**config.mk**
```make
export PLATFORM = sky130hd
export DESIGN_NAME = spi_master_fsm_flat
export DESIGN_NICKNAME = d
export VERILOG_FILES = /design/src/rtl/spi_pkg.sv /design/src/rtl/spi_master_fsm_if.sv /design/src/rtl/spi_clk_div.sv /design/src/rtl/spi_master_fsm.sv /design/src/flat_wrapper.sv
export SDC_FILE = /design/constraint.sdc
export NUM_CORES = 1
export LEC_CHECK = 0
export BUFFER_PORTS_ARGS = -buffer_cell sky130_fd_sc_hd__buf_2
export CAP_MARGIN = 10
export CORE_MARGIN = 10
export CORE_UTILIZATION = 35
export CTS_CLUSTER_DIAMETER = 50
export DETAILED_ROUTE_END_ITERATION = 12
export GPL_TIMING_DRIVEN = 0
export PLACE_DENSITY = 0.58
export SLEW_MARGIN = 20
export SYNTH_ARGS = -nofsm -noshare
export SYNTH_HDL_FRONTEND = slang
export SYNTH_HIERARCHICAL = 1
export SYNTH_SLANG_ARGS = --single-unit
export TNS_END_PERCENT = 1
```
**constraint.sdc**
```tcl
create_clock -name clk -period 4.4 [get_ports clk]
set_input_delay 0.66 -clock clk [delete_from_list [all_inputs] [get_ports clk]]
set_output_delay 0.66 -clock clk [all_outputs]
set_load 0.01 [all_outputs]
```
**src/rtl/spi_pkg.sv**
```systemverilog
// Shared types and constants for the SPI master: state encoding, frame width,
// default sclk divider and the per-frame transmit pattern selection.
package spi_pkg;

  localparam int FRAME_W     = 8;
  localparam int CLK_DIV_DEF = 4;

  typedef enum logic [2:0] {
    IDLE,
    FETCH,
    SHIFT,
    STORE,
    DONE
  } spi_state_t;

  // all_1s wins over all_0s; otherwise the memory word goes out untouched
  function automatic logic [FRAME_W-1:0] frame_pattern(
    input logic               all_1s,
    input logic               all_0s,
    input logic [FRAME_W-1:0] data
  );
    logic [FRAME_W-1:0] val;
    val = data;
    if (all_1s)      val = '1;
    else if (all_0s) val = '0;
    return val;
  endfunction

endpackage

```
**src/rtl/spi_master_fsm_if.sv**
```systemverilog
// SPI bus bundle: the master drives sclk/mosi/cs_n and samples miso.
interface spi_master_fsm_if;

  logic sclk;
  logic mosi;
  logic miso;
  logic cs_n;

  modport master (output sclk, output mosi, output cs_n, input miso);
  modport slave  (input sclk, input mosi, input cs_n, output miso);

endinterface

```
**src/rtl/spi_clk_div.sv**
```systemverilog
// sclk generator: toggles sclk every CLK_DIV clk cycles while enabled and
// flags the clk edge on which sclk rises or falls; parks sclk low when idle.
module spi_clk_div
  import spi_pkg::*;
#(
  parameter int CLK_DIV = CLK_DIV_DEF
) (
  input  logic clk,
  input  logic rst,
  input  logic en,
  output logic sclk,
  output logic rise,
  output logic fall
);

  localparam int CW = (CLK_DIV > 1) ? $clog2(CLK_DIV) : 1;

  logic [CW-1:0] cnt;
  logic          tick;

  // strobes coincide with the clk edge that actually moves sclk
  assign tick = en && (cnt == CW'(CLK_DIV - 1));
  assign rise = tick && !sclk;
  assign fall = tick && sclk;

  always_ff @(posedge clk or posedge rst) begin
    if (rst) begin
      cnt  <= '0;
      sclk <= 1'b0;
    end else if (!en) begin
      cnt  <= '0;
      sclk <= 1'b0;
    end else if (tick) begin
      cnt  <= '0;
      sclk <= ~sclk;
    end else begin
      cnt  <= cnt + CW'(1);
    end
  end

endmodule

```
**src/rtl/spi_master_fsm.sv**
```systemverilog
// Mode-0 SPI master that streams words 0..n_tx_end from TX memory and writes
// each received byte to RX memory at the same index.
module spi_master_fsm
  import spi_pkg::*;
#(
  parameter int N       = 5,
  parameter int CLK_DIV = CLK_DIV_DEF
) (
  input  logic               clk,
  input  logic               rst,
  input  logic               send,
  input  logic               cs_ctrl,
  input  logic               all_1s,
  input  logic               all_0s,
  input  logic [N:0]         n_tx_end,
  input  logic [FRAME_W-1:0] tx_data,
  output logic [N:0]         tx_addr,
  output logic               rx_we,
  output logic [N:0]         rx_addr,
  output logic [FRAME_W-1:0] rx_data,
  output logic [N+1:0]       n_rx_cnt,
  output logic               send_clr,
  output logic               busy,
  spi_master_fsm_if.master   bus
);

  localparam int BW = $clog2(FRAME_W);

  spi_state_t         state;
  logic               send_q;
  logic               send_rise;
  logic [N:0]         end_q;
  logic [N:0]         idx;
  logic [FRAME_W-1:0] shreg;
  logic [FRAME_W-1:0] load_val;
  logic [BW-1:0]      bit_cnt;
  logic               mosi_r;
  logic               shift_en;
  logic               sclk_w;
  logic               rise;
  logic               fall;

  assign send_rise = send && !send_q;
  assign shift_en  = (state == SHIFT);
  assign load_val  = frame_pattern(all_1s, all_0s, tx_data);

  spi_clk_div #(.CLK_DIV(CLK_DIV)) u_clk_div (
    .clk  (clk),
    .rst  (rst),
    .en   (shift_en),
    .sclk (sclk_w),
    .rise (rise),
    .fall (fall)
  );

  assign bus.sclk = sclk_w;
  assign bus.mosi = mosi_r;
  assign bus.cs_n = ~((state != IDLE) || cs_ctrl);

  always_ff @(posedge clk or posedge rst) begin
    if (rst) begin
      state    <= IDLE;
      send_q   <= 1'b0;
      end_q    <= '0;
      idx      <= '0;
      shreg    <= '0;
      bit_cnt  <= '0;
      mosi_r   <= 1'b0;
      tx_addr  <= '0;
      rx_we    <= 1'b0;
      rx_addr  <= '0;
      rx_data  <= '0;
      n_rx_cnt <= '0;
      send_clr <= 1'b0;
      busy     <= 1'b0;
    end else begin
      send_q   <= send;
      rx_we    <= 1'b0;
      send_clr <= 1'b0;
      case (state)
        IDLE: begin
          if (send_rise) begin
            state    <= FETCH;
            end_q    <= n_tx_end;
            idx      <= '0;
            n_rx_cnt <= '0;
            tx_addr  <= '0;
            busy     <= 1'b1;
          end
        end
        FETCH: begin
          // first bit goes out on SHIFT entry, before any sclk activity
          shreg   <= load_val;
          mosi_r  <= load_val[FRAME_W-1];
          bit_cnt <= '0;
          state   <= SHIFT;
        end
        SHIFT: begin
          if (rise) shreg <= {shreg[FRAME_W-2:0], bus.miso};
          if (fall) begin
            if (bit_cnt == BW'(FRAME_W - 1)) begin
              state    <= STORE;
              rx_we    <= 1'b1;
              rx_addr  <= idx;
              rx_data  <= shreg;
              n_rx_cnt <= n_rx_cnt + (N+2)'(1);
            end else begin
              bit_cnt  <= bit_cnt + BW'(1);
              mosi_r   <= shreg[FRAME_W-1];
            end
          end
        end
        STORE: begin
          if (idx == end_q) begin
            state    <= DONE;
            send_clr <= 1'b1;
          end else begin
            idx      <= idx + (N+1)'(1);
            tx_addr  <= tx_addr + (N+1)'(1);
            state    <= FETCH;
          end
        end
        DONE: begin
          state <= IDLE;
          busy  <= 1'b0;
        end
        default: state <= IDLE;
      endcase
    end
  end

endmodule

```
**src/flat_wrapper.sv**
```systemverilog
// flat-port wrapper written by rule: the top's interface ports become plain ports
module spi_master_fsm_flat import spi_pkg::*;
#(
  parameter int N       = 5,
  parameter int CLK_DIV = CLK_DIV_DEF
)
  (clk, rst, send, cs_ctrl, all_1s, all_0s, n_tx_end, tx_data, tx_addr, rx_we, rx_addr, rx_data, n_rx_cnt, send_clr, busy, bus_sclk, bus_mosi, bus_cs_n, bus_miso);
  spi_master_fsm_if bus_i ();
  input  logic clk;
  input  logic rst;
  input  logic send;
  input  logic cs_ctrl;
  input  logic all_1s;
  input  logic all_0s;
  input  logic [N:0] n_tx_end;
  input  logic [FRAME_W-1:0] tx_data;
  output logic [N:0] tx_addr;
  output logic rx_we;
  output logic [N:0] rx_addr;
  output logic [FRAME_W-1:0] rx_data;
  output logic [N+1:0] n_rx_cnt;
  output logic send_clr;
  output logic busy;
  output wire logic [$bits(bus_i.sclk)-1:0] bus_sclk;
  output wire logic [$bits(bus_i.mosi)-1:0] bus_mosi;
  output wire logic [$bits(bus_i.cs_n)-1:0] bus_cs_n;
  input wire logic [$bits(bus_i.miso)-1:0] bus_miso;
  assign bus_sclk = bus_i.sclk;
  assign bus_mosi = bus_i.mosi;
  assign bus_cs_n = bus_i.cs_n;
  assign bus_i.miso = bus_miso;
  spi_master_fsm #(.N(N), .CLK_DIV(CLK_DIV)) u_core (.clk(clk), .rst(rst), .send(send), .cs_ctrl(cs_ctrl), .all_1s(all_1s), .all_0s(all_0s), .n_tx_end(n_tx_end), .tx_data(tx_data), .tx_addr(tx_addr), .rx_we(rx_we), .rx_addr(rx_addr), .rx_data(rx_data), .n_rx_cnt(n_rx_cnt), .send_clr(send_clr), .busy(busy), .bus(bus_i));
endmodule
```
==> impl_metrics.ini <==
[clock_tree]
postCtsSetupBuffers = 0
cts_tree = yes
worstSkewPairLatency_ns = 0.34
hold_buffers = 0
clk_path_buf_depth = 2
clk_pin_slew_ns = 0.07
h-tree-depth = 3
cts_root_buf = clkbuf_8
cts-resized-gates = 0
cts_buffers = 9
cts.sinks = 61

[timing]
rsz0062_at_grt = false
report.final.slew_viol_count = 0
hold_violations = 0
worstMarginPinSlew_ns = 0.668
fmax_mhz = 418
fin_tns_setup_ns = 0
slew_headroom_pct = 55.0
whs_ns = 0.190
setup_viol = 0
period_needed_ns = 2.39
min_period_over_period_pct = 54.3
skew_ns = 0.00967

[drt]
drc_errors = 0
ant_nets = 0
vias = 2282
via_per_inst = 4.76
wirelength_mm = 6.59
drt-pass1-iter-count = 4
drtIter0Drc = 103
wl_per_cell_um = 13.8

[logic_synthesis]
ys_warn_count = 6
synth_compound_area_share_pct = 10.9
synth-simple-area-share_pct = 24.2
ys_async_sr_fraction_pct = 100
avgSynthCellArea_um2 = 9.44
ys_seq_elements = 61
seq_area_frac_synth_pct = 53.0
muxShareOfSynthArea_pct = 1.09
yosysUniqueCellTypes = 45
synth_edf_count = 0
synth_xor_area_share_pct = 3.65
synth_top_family_by_area = simple AND/OR/NAND/NOR gates
syn_inst = 305
synthAdderAreaFrac_pct = 2.61
ys.flop_type = dfrtp_1
syn-num-nets = 332
syn_area_um2 = 2880

[placed_design]
place_inst = 463
placed_area_um2 = 3300
io_buffers = 52
place_congestion = 0.775
dp_hpwl_mm = 4.84

[worst_setup_path]
crit_family = simple AND/OR/NAND/NOR gates
worstReg2RegStart = u_core/state[2]$_DFFE_PP0P_
cp-start-kind = register
crit_type = register to register
reg2reg_to = u_core/bit_cnt[0]$_DFFE_PP0P_
cpPeakStageDelay_ns = 0.42
crit_cells = 9
ff2ff_path_depth = 9
cp_num_buf_inv = 3
crit_required_ns = 4.62
crit_arrival_ns = 2.61
crit_chain = buf_6 > or3b_4 > clkinv_2 > buf_2 > and3_2 > nand2b_1 > o21ai_0 > nand2b_1 > mux2_2
cpMostUsedCell = nand2b_1
worst-path-max-fanout = 14
ff2ff_setup_slack_ns = 2.01
endpoint_kind = register
critPathLaunch = u_core/state[2]$_DFFE_PP0P_
slowest_stage = or3b_4
endpoint = u_core/bit_cnt[0]$_DFFE_PP0P_

[power]
peakVddDrop_mv = 0.143
power.leakage_nw = 1.79
p_per_area_nw_per_um2 = 366
p_sw_mw = 0.265
p_int_mw = 1.04
sequentialPowerShare_pct = 44.4
pwr-share-clk_pct = 51.7
power_mw = 1.31
switching_share_pct = 20.3
combPwrFrac_pct = 3.9

[global_routing]
grt_pass1_vias = 2306
antenna_found_initial = 0
grt_overflow = 0
grt_usage_pct = 11.0
grt_pass1_wl_mm = 11.2
grt_max_degree = 56

[die]
dieWidth_um = 111
fp-row-count = 33
io_pins = 54
die_y_um = 111
start_util_pct = 35.6
floorplan.die_area_um2 = 12200
coreArea_um2 = 8090

[hold_path]
min_path_type = input pin to async pin

[job]
maxCapViolCount = 0

[cells_and_area]
design_area_um2 = 3570
nNetsFinal = 396
area.growth.synth_to_final_pct = 24.1
final_common_cell = nand2_1
mostFrequentLayoutCells = 79 x nand2_1, 61 x dfrtp_1, 58 x buf_2, 23 x nor2_1, 19 x a21oi_1
fin_cells = 479
antenna_cells = 0
drive_gt1_share_pct = 24.6

[outcome]
status = complete, no violations
## synthesized netlist by cell type, types with 2 or more instances
cell type,number,share of area [%]
nor2_1,23,3.0
ha_1,6,2.6
nand4_1,2,0.43
buf_6,3,1.2
nand2b_1,4,0.87
o211ai_1,4,1.0
buf_1,2,0.26
a22o_1,2,0.61
buf_2,6,1.0
nor3_1,3,0.52
inv_1,8,1.0
clkbuf_1,3,0.39
a31oi_1,3,0.65
nor2_2,2,0.43
nand2_1,79,10
a221o_1,2,0.70
a311o_1,2,0.70
o21ai_0,13,2.3
mux2i_1,2,0.70
nor3b_1,5,1.3
nor4_1,4,0.87
nand3_1,10,1.7
clkinv_2,2,0.35
xor2_1,12,3.7
dfrtp_1,61,53
o31ai_1,2,0.52
and3_1,4,0.87
a21oi_1,19,3.3
## area by class of cell
type                       count  area, um^2
buffer                        15        90.1
clock buffer                  10         138
clock inverter                 6         134
fill                         806        4520
inverter                      10        42.5
multi-input combinational    219        1220
sequential                    61        1530
tap                          105         131
timing repair buffer          53         288
## state kept, by name, summed over array words and instances, names as in the netlist
name and count:
u_core/bit_cnt 3, u_core/bus.mosi 1, u_core/busy 1, u_core/end_q 6, u_core/idx 6, u_core/n_rx_cnt 7
u_core/rx_addr 6, u_core/rx_data 8, u_core/rx_we 1, u_core/send_clr 1, u_core/send_q 1, u_core/shreg 8
u_core/state 3, u_core/tx_addr 6, u_core/u_clk_div/cnt 2, u_core/u_clk_div/sclk 1
## cell families (layout without fill, tap and decap cells)
logic type / after synthesis / in the layout
AOI/OAI and AO/OA: 51 / 51
DFF: 61 / 61
muxes: 3 / 3
buffers and inverters: 25 / 94
and+or+nand+nor: 147 / 147
xor gates and xnor gates: 12 / 12
adders and majority gates: 6 / 6
## per-layer routing
| metal | up-vias | global-route usage [%] | wire length, um |
|---|---|---|---|
| met2 | 45 | 17.3 | 3100 |
| li1 | 1157 | - | - |
| met5 | - | 0 | 0 |
| met1 | 1070 | 13.3 | 3060 |
| met4 | 0 | 4.95 | 108 |
| met3 | 10 | 4.00 | 324 |
## how the worst min path moves through the flow
stage | to | slack (ns) | startpoint | cells past startpoint
final | u_core/rx_data[1]$_DFFE_PP0P_ | 0.19 | rst | 2
after global routing | u_core/rx_data[1]$_DFFE_PP0P_ | 0.17 | rst | 2
after CTS | u_core/rx_data[1]$_DFFE_PP0P_ | 0.17 | rst | 2
after detailed placement | u_core/u_clk_div/cnt[0]$_DFF_PP0_ | 0.43 | u_core/u_clk_div/cnt[0]$_DFF_PP0_ | 1
after global placement | u_core/u_clk_div/cnt[0]$_DFF_PP0_ | 0.43 | u_core/u_clk_div/cnt[0]$_DFF_PP0_ | 1
after floorplan | u_core/u_clk_div/cnt[0]$_DFF_PP0_ | 0.41 | rst | 1
## power groups by stage
stage	clock, mW	combinational, mW	sequential, mW
after floorplan	0	0.0277	0.590
after global placement	0	0.0482	0.590
after detailed placement	0	0.0525	0.591
after CTS	0.690	0.0527	0.580
after global routing	0.717	0.0585	0.581
final	0.675	0.0507	0.580
## through the flow
step	setup slack, ns	util [%]
finish	2.01	44.1
CTS	2.01	44.1
floorplan	2.27	-
global route	1.82	44.1
global placement	1.45	40.4
detailed placement	2.02	40.8
Note: power is estimated with default switching activity, not from simulation.
